<file path="src/rtl/fcmp_arb_if.sv">
// fcmp_arb_if: request/response bundle for the shared FP compare unit.
// master = requesters + result consumer, slave = the arbiter/pipeline.
interface fcmp_arb_if #(
  parameter int TAG_W = 5
);
  logic             req0_valid;
  logic             req0_ready;
  logic [1:0]       req0_op;
  logic [31:0]      req0_x1;
  logic [31:0]      req0_x2;
  logic [TAG_W-1:0] req0_tag;

  logic             req1_valid;
  logic             req1_ready;
  logic [1:0]       req1_op;
  logic [31:0]      req1_x1;
  logic [31:0]      req1_x2;
  logic [TAG_W-1:0] req1_tag;

  logic             rsp_valid;
  logic             rsp_ready;
  logic             rsp_id;
  logic [TAG_W-1:0] rsp_tag;
  logic             rsp_y;

  modport master (
    output req0_valid, req0_op, req0_x1, req0_x2, req0_tag,
    input  req0_ready,
    output req1_valid, req1_op, req1_x1, req1_x2, req1_tag,
    input  req1_ready,
    input  rsp_valid, rsp_id, rsp_tag, rsp_y,
    output rsp_ready
  );

  modport slave (
    input  req0_valid, req0_op, req0_x1, req0_x2, req0_tag,
    output req0_ready,
    input  req1_valid, req1_op, req1_x1, req1_x2, req1_tag,
    output req1_ready,
    output rsp_valid, rsp_id, rsp_tag, rsp_y,
    input  rsp_ready
  );
endinterface

</file>
<file path="src/rtl/fcmp_arb.sv">
// fcmp_arb: two-requester round-robin arbiter in front of a 2-stage
// single-precision compare pipeline (feq/flt/fle/fge).
// S1 registers the granted request, S2 registers the 1-bit result.
// Optional: define FCMP_ZERO_EQ_EN to make +0 and -0 compare equal;
// otherwise operands are ordered purely by bit pattern (+0 > -0).
module fcmp_arb #(
  parameter int TAG_W = 5
) (
  input logic        clk,
  input logic        rst,
  fcmp_arb_if.slave  bus
);
  typedef struct packed {
    logic [1:0]       op;
    logic [31:0]      x1;
    logic [31:0]      x2;
    logic [TAG_W-1:0] tag;
    logic             id;
  } s1_t;

  localparam logic [1:0] OP_FEQ = 2'b00;
  localparam logic [1:0] OP_FLT = 2'b01;
  localparam logic [1:0] OP_FLE = 2'b10;

  s1_t              s1;
  s1_t [1:0]        req_d;
  s1_t              req_sel;
  logic             s1_v, s2_v, rr_last;
  logic             s2_free, s1_free, gnt0, gnt1;
  logic             y_c;
  logic             s2_y, s2_id;
  logic [TAG_W-1:0] s2_tag;

  // a >= b over sign-magnitude fields; sign bits decide mixed-sign cases
  function automatic logic ge(input logic [31:0] a, input logic [31:0] b);
    logic r;
    case ({a[31], b[31]})
      2'b00:   r = (a[30:0] >= b[30:0]);
      2'b01:   r = 1'b1;
      2'b10:   r = 1'b0;
      default: r = (a[30:0] <= b[30:0]);
    endcase
`ifdef FCMP_ZERO_EQ_EN
    if (a[30:0] == 31'd0 && b[30:0] == 31'd0) r = 1'b1;
`endif
    return r;
  endfunction

  assign req_d[0] = '{op: bus.req0_op, x1: bus.req0_x1, x2: bus.req0_x2,
                      tag: bus.req0_tag, id: 1'b0};
  assign req_d[1] = '{op: bus.req1_op, x1: bus.req1_x1, x2: bus.req1_x2,
                      tag: bus.req1_tag, id: 1'b1};

  // handshake/flow control: ready never depends on request payload
  always_comb begin
    s2_free = !s2_v || bus.rsp_ready;
    s1_free = !s1_v || s2_free;
    gnt0    = s1_free && bus.req0_valid && (!bus.req1_valid || rr_last);
    gnt1    = s1_free && bus.req1_valid && (!bus.req0_valid || !rr_last);
    req_sel = gnt1 ? req_d[1] : req_d[0];
  end

  assign bus.req0_ready = gnt0 && !rst;
  assign bus.req1_ready = gnt1 && !rst;

  // compare core between S1 and S2
  always_comb begin
    y_c = 1'b0;
    case (s1.op)
      OP_FEQ:  y_c = ge(s1.x1, s1.x2) && ge(s1.x2, s1.x1);
      OP_FLT:  y_c = !ge(s1.x1, s1.x2);
      OP_FLE:  y_c = ge(s1.x2, s1.x1);
      default: y_c = ge(s1.x1, s1.x2);
    endcase
  end

  // S1: load the granted request; empties when its content moves on
  always_ff @(posedge clk or posedge rst) begin
    if (rst) begin
      s1_v <= 1'b0;
      s1   <= '0;
    end else if (s1_free) begin
      s1_v <= gnt0 || gnt1;
      if (gnt0 || gnt1) s1 <= req_sel;
    end
  end

  // round-robin pointer: remembers the last granted requester
  always_ff @(posedge clk or posedge rst) begin
    if (rst)       rr_last <= 1'b1;
    else if (gnt0) rr_last <= 1'b0;
    else if (gnt1) rr_last <= 1'b1;
  end

  // S2: result register; holds while the consumer stalls
  always_ff @(posedge clk or posedge rst) begin
    if (rst) begin
      s2_v   <= 1'b0;
      s2_y   <= 1'b0;
      s2_id  <= 1'b0;
      s2_tag <= '0;
    end else if (s2_free) begin
      s2_v <= s1_v;
      if (s1_v) begin
        s2_y   <= y_c;
        s2_id  <= s1.id;
        s2_tag <= s1.tag;
      end
    end
  end

  assign bus.rsp_valid = s2_v;
  assign bus.rsp_y     = s2_y;
  assign bus.rsp_id    = s2_id;
  assign bus.rsp_tag   = s2_tag;
endmodule

</file>
<file path="src/flat_wrapper.sv">
// flat-port wrapper written by rule: the top's interface ports become plain ports
module fcmp_arb_flat 
#(
  parameter int TAG_W = 5
)
  (clk, rst, bus_req0_valid, bus_req0_op, bus_req0_x1, bus_req0_x2, bus_req0_tag, bus_req0_ready, bus_req1_valid, bus_req1_op, bus_req1_x1, bus_req1_x2, bus_req1_tag, bus_req1_ready, bus_rsp_valid, bus_rsp_id, bus_rsp_tag, bus_rsp_y, bus_rsp_ready);
  fcmp_arb_if #(.TAG_W(TAG_W)) bus_i ();
  input logic clk;
  input logic rst;
  input wire logic [$bits(bus_i.req0_valid)-1:0] bus_req0_valid;
  input wire logic [$bits(bus_i.req0_op)-1:0] bus_req0_op;
  input wire logic [$bits(bus_i.req0_x1)-1:0] bus_req0_x1;
  input wire logic [$bits(bus_i.req0_x2)-1:0] bus_req0_x2;
  input wire logic [$bits(bus_i.req0_tag)-1:0] bus_req0_tag;
  output wire logic [$bits(bus_i.req0_ready)-1:0] bus_req0_ready;
  input wire logic [$bits(bus_i.req1_valid)-1:0] bus_req1_valid;
  input wire logic [$bits(bus_i.req1_op)-1:0] bus_req1_op;
  input wire logic [$bits(bus_i.req1_x1)-1:0] bus_req1_x1;
  input wire logic [$bits(bus_i.req1_x2)-1:0] bus_req1_x2;
  input wire logic [$bits(bus_i.req1_tag)-1:0] bus_req1_tag;
  output wire logic [$bits(bus_i.req1_ready)-1:0] bus_req1_ready;
  output wire logic [$bits(bus_i.rsp_valid)-1:0] bus_rsp_valid;
  output wire logic [$bits(bus_i.rsp_id)-1:0] bus_rsp_id;
  output wire logic [$bits(bus_i.rsp_tag)-1:0] bus_rsp_tag;
  output wire logic [$bits(bus_i.rsp_y)-1:0] bus_rsp_y;
  input wire logic [$bits(bus_i.rsp_ready)-1:0] bus_rsp_ready;
  assign bus_i.req0_valid = bus_req0_valid;
  assign bus_i.req0_op = bus_req0_op;
  assign bus_i.req0_x1 = bus_req0_x1;
  assign bus_i.req0_x2 = bus_req0_x2;
  assign bus_i.req0_tag = bus_req0_tag;
  assign bus_req0_ready = bus_i.req0_ready;
  assign bus_i.req1_valid = bus_req1_valid;
  assign bus_i.req1_op = bus_req1_op;
  assign bus_i.req1_x1 = bus_req1_x1;
  assign bus_i.req1_x2 = bus_req1_x2;
  assign bus_i.req1_tag = bus_req1_tag;
  assign bus_req1_ready = bus_i.req1_ready;
  assign bus_rsp_valid = bus_i.rsp_valid;
  assign bus_rsp_id = bus_i.rsp_id;
  assign bus_rsp_tag = bus_i.rsp_tag;
  assign bus_rsp_y = bus_i.rsp_y;
  assign bus_i.rsp_ready = bus_rsp_ready;
  fcmp_arb #(.TAG_W(TAG_W)) u_core (.clk(clk), .rst(rst), .bus(bus_i));
endmodule
</file>
<file path="config.mk">
export PLATFORM = sky130hd
export DESIGN_NAME = fcmp_arb_flat
export DESIGN_NICKNAME = d
export VERILOG_FILES = /design/src/rtl/fcmp_arb_if.sv /design/src/rtl/fcmp_arb.sv /design/src/flat_wrapper.sv
export SDC_FILE = /design/constraint.sdc
export NUM_CORES = 1
export LEC_CHECK = 0
export ABC_AREA = 1
export CAP_MARGIN = 5
export CORE_ASPECT_RATIO = 0.75
export CORE_UTILIZATION = 46
export CTS_CLUSTER_DIAMETER = 120
export DETAILED_ROUTE_END_ITERATION = 16
export PLACE_DENSITY = 0.8
export RECOVER_POWER = 50
export SETUP_SLACK_MARGIN = 0.1
export SLEW_MARGIN = 20
export SYNTH_ARGS = -nofsm -noshare
export SYNTH_HDL_FRONTEND = slang
export SYNTH_SLANG_ARGS = --single-unit
</file>
<file path="constraint.sdc">
create_clock -name clk -period 3.3 [get_ports clk]
set_input_delay 0.99 -clock clk [delete_from_list [all_inputs] [get_ports clk]]
set_output_delay 0.99 -clock clk [all_outputs]
set_load 0.005 [all_outputs]
</file>
==> flow_summary_export.csv, run 1 <==
group,metric,value,unit
status,status,"finished clean",
drt,routedWlPerCell,14.14,um
logic_synthesis,synth_flop_cell,"dfrtp_1",
drt,drt_iter0_drc,333,
floorplan,ioPinCount,157,
logic_synthesis,synth-async-reset-ratio,100.0,%
pwr,power,4982,uW
cells_and_area,multiInputGateArea,0.002270,sq mm
drt,routed_wl,12.67,mm
placement,post-place-ws,-0.2419,ns
floorplan,die_h,89.61,um
drt,route.detailed.drc,0,
logic_synthesis,yosysSeqAreaShare,43.62,%
pwr,p_per_area,752.6,mW/mm^2
logic_synthesis,yosysMostFrequentCell,"nand2_1",
cells_and_area,drive_gt1_share,4.843,%
cells_and_area,final_area,0.006620,sq mm
cells_and_area,num-nets-final,937,
logic_synthesis,synth_nets,797,
cts,cts.clk_slew.worst_paths,0.06,ns
global_route,grt_pass1_wl,20.44,mm
cells_and_area,fin_cells,896,
sta,fin_hold_ws,0.4748,ns
setup_path,arrival,2.12,ns
sta,fmax,321.4,MHz
setup_path,cp.required,2.31,ns
logic_synthesis,synth_cells,619,
global_route,grt-ovfl-total,0,
global_route,grt_start_max_net_pins,89,
logic_synthesis,yosys-top-cells-count,"nand2_1, nor2_1, dfrtp_1, nand3_1, a31oi_1",
logic_synthesis,yosys_warnings,0,
cts,cts_buffer_depth,2,
pwr,p_leak,0.003127,uW
floorplan,num_rows,31,
floorplan,initial_core_util,47.97,%
drt,via_count,4682,
cells_and_area,ff_latch_area,0.002053,sq mm
sta,slew_viol_final,0,
run,maxCapViolations,0,
sta,finalWorstSetupSlack,0.1889,ns
floorplan,core,0.009813,sq mm
pwr,ir_drop,0.3178,mV
worst_hold_path,min_path_type,"reg2reg",
setup_path,end_kind,"output port",
floorplan,die-area,0.01065,sq mm
placement,place_area,0.006367,sq mm
sta,finalHoldViolations,0,
logic_synthesis,ys_types,22,
logic_synthesis,synth_area,0.004707,sq mm
cells_and_area,fillers,832,
cells_and_area,synthToLayoutAreaGrowth,40.64,%
cts,cts_tree,"built",
placement,placedCellCount,880,
floorplan,die_w,118.8,um
sta,setup_viol,0,
cts,h-tree-depth,3,
logic_synthesis,ys_ff_latch,82,
cts,clock-sinks,82,
logic_synthesis,synth_edf_count,0,
setup_path,r2r_setup_slack,1.06,ns
cts,post-cts-setup-buffer-count,0,
placement,port_buffers,156,
sta,tightest_slew,1.084,ns
drt,drtPass1Iterations,5,
sta,period_share,94.28,%
cells_and_area,n_antenna_cell,0,
logic_synthesis,synth_top_area_cell,"dfrtp_1",
setup_path,criticalPathCategory,"in2out",
sta,slew_headroom,27.70,%
logic_synthesis,ys_top_cells_by_area,"dfrtp_1, nand2_1, a31oi_1",
logic_synthesis,yosysTopAreaCellShare,43.06,%
placement,gp_congestion,0.8263,
cts,cts_made_buffers,9,
drt,via_per_inst,5.225,
global_route,antenna_found_initial,0,
sta,rsz0062_at_grt,"false",
global_route,track_usage,24.41,%
setup_path,crit_path_start_kind,"primary input",
global_route,grt_pass1_vias,4490,
cts,clk_latency,0.33,ns
sta,min_period,3.111,ns
drt,ant_nets,0,
logic_synthesis,syn_area_per_cell,7.604,sq um
placement,hpwlAfterDp,9.005,mm
setup_path,cp_max_fo,3,
sta,skew,0.004281,ns
cts,cts_root_buf,"clkbuf_16",
-- final timing paths --
check	from	end	cells after the start
worst max-delay path	bus_rsp_ready	bus_req1_ready	9
worst min-delay path	u_core.s1[1]	u_core.bus.rsp_tag[0]	2
worst max register to register	u_core.bus.rsp_valid	u_core.s1[66]	10
worst min register to register	u_core.s1[1]	u_core.bus.rsp_tag[0]	2
max in group asynchronous	rst	u_core.s1[40]	3
min in group asynchronous	rst	u_core.s1[0]	2
-- final cells by class --
class,instances,area share (%)
repair buffers,166,24.72
multi-input cells,441,34.28
clock buffers,11,3.667
inverters,59,3.364
flip-flops and latches,82,31.01
well taps,132,2.495
clock inverters,5,0.4536
-- report_power, final --
group	switching, uW	total (uW)	internal, uW
Clock	393	919	526
Sequential	291	1770	1480
Combinational	1300	2290	995
Total	1980	4980	3000
-- placed cells by master, fill, tap and decap left out, types with 2 or more instances in the layout --
master / instances
buf_4: 7
a31oi_1: 71
nor2_2: 3
nand4_1: 2
nand2_1: 153
clkdlybuf4s50_1: 152
nand3_1: 78
dfrtp_1: 81
o21ai_0: 2
inv_1: 57
a21o_1: 2
clkinvlp_4: 2
ha_1: 31
clkinv_2: 3
a21oi_1: 9
nor2_1: 84
clkbuf_2: 4
clkbuf_16: 9
-- registers in the layout (all words and copies together), names as in the netlist --
name	cells
u_core.s1	72
u_core.bus.rsp_tag	5
u_core.bus.rsp_id	1
u_core.bus.rsp_valid	1
u_core.bus.rsp_y	1
u_core.rr_last	1
u_core.s1_v	1
-- kinds of logic (layout without fill, tap and decap cells) --
kind of cell             after synthesis  count (layout)  synth area share, %
AO/OA/AOI/OAI                         85              85                11.11
adder cells (fa/ha/maj)               31              31                8.240
buffers and inverters                 96             241                8.533
flip-flops                            82              82                43.62
AND/OR/NAND/NOR                      325             325                28.50
-- through the flow --
step / setup TNS (ns) / utilization (%)
detailed placement: -0.4216 / 64.89
global placement: -0.2595 / 64.89
CTS: 0 / 67.72
floorplan: 0 / -
finish: 0 / 67.46
global route: 0 / 67.46
-- what timing repair did --
item / 4_1_cts / 5_1_grt
gates resized for setup: 4 / 5
pin swaps: 1 / 1
hold buffers: 0 / 0
cloned: 0 / 0
setup endpoints to repair: 2 / 2
-- critical path: stages --
cell	delay, ns
clkdlybuf4s50_1	0.45
inv_1	0.04
nand2_1	0.11
nor2_2	0.07
buf_4	0.13
inv_2	0.05
nand2_2	0.05
nor2_1	0.10
clkbuf_2	0.12
-- per-layer routing --
layer | GRT usage, % | share of wire [%] | up-vias
li1 | - | - | 2324
met1 | 31.43 | 45 | 2173
met2 | 41.20 | 47 | 158
met3 | 5.366 | 5.7 | 27
met4 | 8.976 | 2.4 | 0
met5 | 0 | 0 | -
No activity file was read; power rests on OpenSTA's default activity.
==> inputs of run 2 (changes only) <==
CTS_CLUSTER_DIAMETER = not set   (was 120)
==> results of run 2 <==
Same layout as run 1: the final DEF is identical, and so are final timing and power.
==> inputs of run 3 (changes only) <==
CTS_BUF_LIST = sky130_fd_sc_hd__clkbuf_16   (was not set)
clock period = 3.45 ns   (was 3.3 ns; I/O delays follow)
==> flow_summary_export.csv, run 3 (synthesis results as in run 1) <==
group,metric,value,unit
drt,drtPass1Iterations,5,
placement,place_area,0.006360,sq mm
floorplan,num_rows,31,
placement,placedCellCount,879,
cells_and_area,fin_cells,895,
pwr,switching_share,39.63,%
cts,cts_buffer_depth,2,
sta,setup_viol,0,
cts,cts_tree,"built",
sta,tightest_slew,1.823,ns
drt,drt_iter0_drc,248,
setup_path,cp_max_fo,3,
cells_and_area,num-nets-final,936,
global_route,grt_pass1_vias,4457,
setup_path,arrival,2.18,ns
cells_and_area,synthToLayoutAreaGrowth,41.44,%
pwr,p_int,2929,uW
setup_path,crit_family,"buffers and inverters",
cts,cts_root_buf,"clkbuf_16",
global_route,track_usage,23.88,%
setup_path,cp.required,2.41,ns
setup_path,slowest_stage,"clkdlybuf4s50_1",
pwr,power,4851,uW
cells_and_area,top_register,"u_core.s1",
status,violations,"capacitance limit, slew limit",
floorplan,core,0.009813,sq mm
drt,via_per_inst,5.190,
status,status,"finished, violations left",
cts,clk_latency,0.34,ns
global_route,grt_pass1_wl,19.99,mm
global_route,antenna_found_initial,0,
drt,routed_wl,12.60,mm
drt,ant_nets,0,
cells_and_area,layout_commonest_cell,"nand2_1",
pwr,p_comb_share,45.6,%
setup_path,end_kind,"output port",
pwr,ir_drop,0.3333,mV
cells_and_area,n_antenna_cell,0,
cells_and_area,final_area,0.006658,sq mm
cts,h-tree-depth,3,
sta,slew_viol_final,41,
setup_path,criticalPathCategory,"in2out",
placement,port_buffers,156,
pwr,clock_power_share,19.5,%
cts,cts_made_buffers,9,
floorplan,die_w,118.8,um
sta,rsz0062_at_grt,"false",
cts,clock-sinks,82,
setup_path,crit_path_start_kind,"primary input",
floorplan,die-area,0.01065,sq mm
pwr,p_per_area,728.6,mW/mm^2
cells_and_area,drive_gt1_share,4.587,%
cells_and_area,largest_reg_flops,72,
floorplan,ioPinCount,157,
pwr,p_seq_share,34.9,%
floorplan,initial_core_util,47.97,%
setup_path,path_buf_inv,5,
pwr,switching_power,1922,uW
placement,gp_congestion,0.7933,
sta,fin_tns_setup,0,ns
worst_hold_path,min_path_type,"reg2reg",
sta,skew,0.01146,ns
drt,route.detailed.drc,0,
cells_and_area,fillers,785,
cts,cts_hold_buf,0,
placement,hpwlAfterDp,8.729,mm
run,maxCapViolations,1,
sta,finalHoldViolations,0,
drt,via_count,4645,
global_route,grt_start_max_net_pins,89,
sta,min_period,3.216,ns
sta,slew_headroom,-22.23,%
cts,post-cts-setup-buffer-count,0,
sta,fmax,310.9,MHz
cells_and_area,layout_common_cells,"nand2_1, clkdlybuf4s50_1, nor2_1",
cells_and_area,ff_latch_area,0.002053,sq mm
sta,period_share,93.22,%
floorplan,die_h,89.61,um
global_route,grt-ovfl-total,0,
cts,cts.clk_slew.worst_paths,0.06,ns
drt,routedWlPerCell,14.08,um
cells_and_area,multiInputGateArea,0.002270,sq mm
pwr,p_leak,0.003148,uW
setup_path,path_cells,"clkdlybuf4s50_1 -> inv_1 -> nand2_1 -> nor2_2 -> buf_4 -> inv_2 -> nand2_2 -> nor2_1 -> clkbuf_2",
sta,fin_hold_ws,0.4720,ns
setup_path,crit_path_max_incr_delay,0.45,ns
==> run 3: worst reg2reg max path, delay by kind of cell, from the launching register on <==
family / cells / cell delay, ns
simple gates: 4 / 0.51
flops: 1 / 0.37
compound gates: 1 / 0.07
buf+inv: 5 / 1.15
==> run 3: per-stage QoR <==
step	setup WS (ns)	utilization [%]
2_1_floorplan	0.3082	-
3_3_place_gp	-0.09207	64.81
6_report	0.2340	67.84
4_1_cts	-0.07152	67.86
5_1_grt	0.1298	67.84
3_5_place_dp	-0.1416	64.81
==> run 3: cell type report <==
| cell class | count | area share [%] |
|---|---|---|
| multi-input cells | 441 | 34.09 |
| flip-flops and latches | 82 | 30.84 |
| repair buffers | 165 | 24.79 |
| clock buffers | 9 | 3.383 |
| inverters | 59 | 3.345 |
| well taps | 132 | 2.481 |
| clock inverters | 7 | 1.071 |
==> run 3: power groups by stage <==
stage | logic [uW] | registers [uW] | clock network [uW]
after global placement | 2090 | 1680 | 0
after CTS | 2220 | 1690 | 965
after global routing | 2530 | 1740 | 996
final | 2210 | 1690 | 946
after floorplan | 1550 | 1620 | 0
after detailed placement | 2180 | 1700 | 0
==> run 3: worst paths after layout <==
kind	from	end	slack (ns)	cells after the start
hold reg to reg	u_core.s1[5]	u_core.bus.rsp_tag[4]	0.47	2
max in group asynchronous	rst	u_core.s1[5]	0.88	3
hold / removal	u_core.s1[5]	u_core.bus.rsp_tag[4]	0.47	2
min in group asynchronous	rst	u_core.s1[0]	1.67	2
setup reg to reg	u_core.s1_v	u_core.s1[58]	1.20	10
setup / recovery	bus_rsp_ready	bus_req1_ready	0.23	9
==> run 3: per-layer routing <==
layer	global-route usage [%]	routed length (um)	vias to the layer above
met2	42.05	5933	175
met3	5.240	829	14
met4	7.250	148	0
li1	-	-	2327
met5	0	0	-
met1	29.98	5692	2129
==> run 3: what timing repair did <==
item / CTS / global route
resized for setup: 3 / 3
pin swaps: 0 / 1
endpoints found under the hold margin: 0 / 0
setup endpoints to repair: 2 / 2
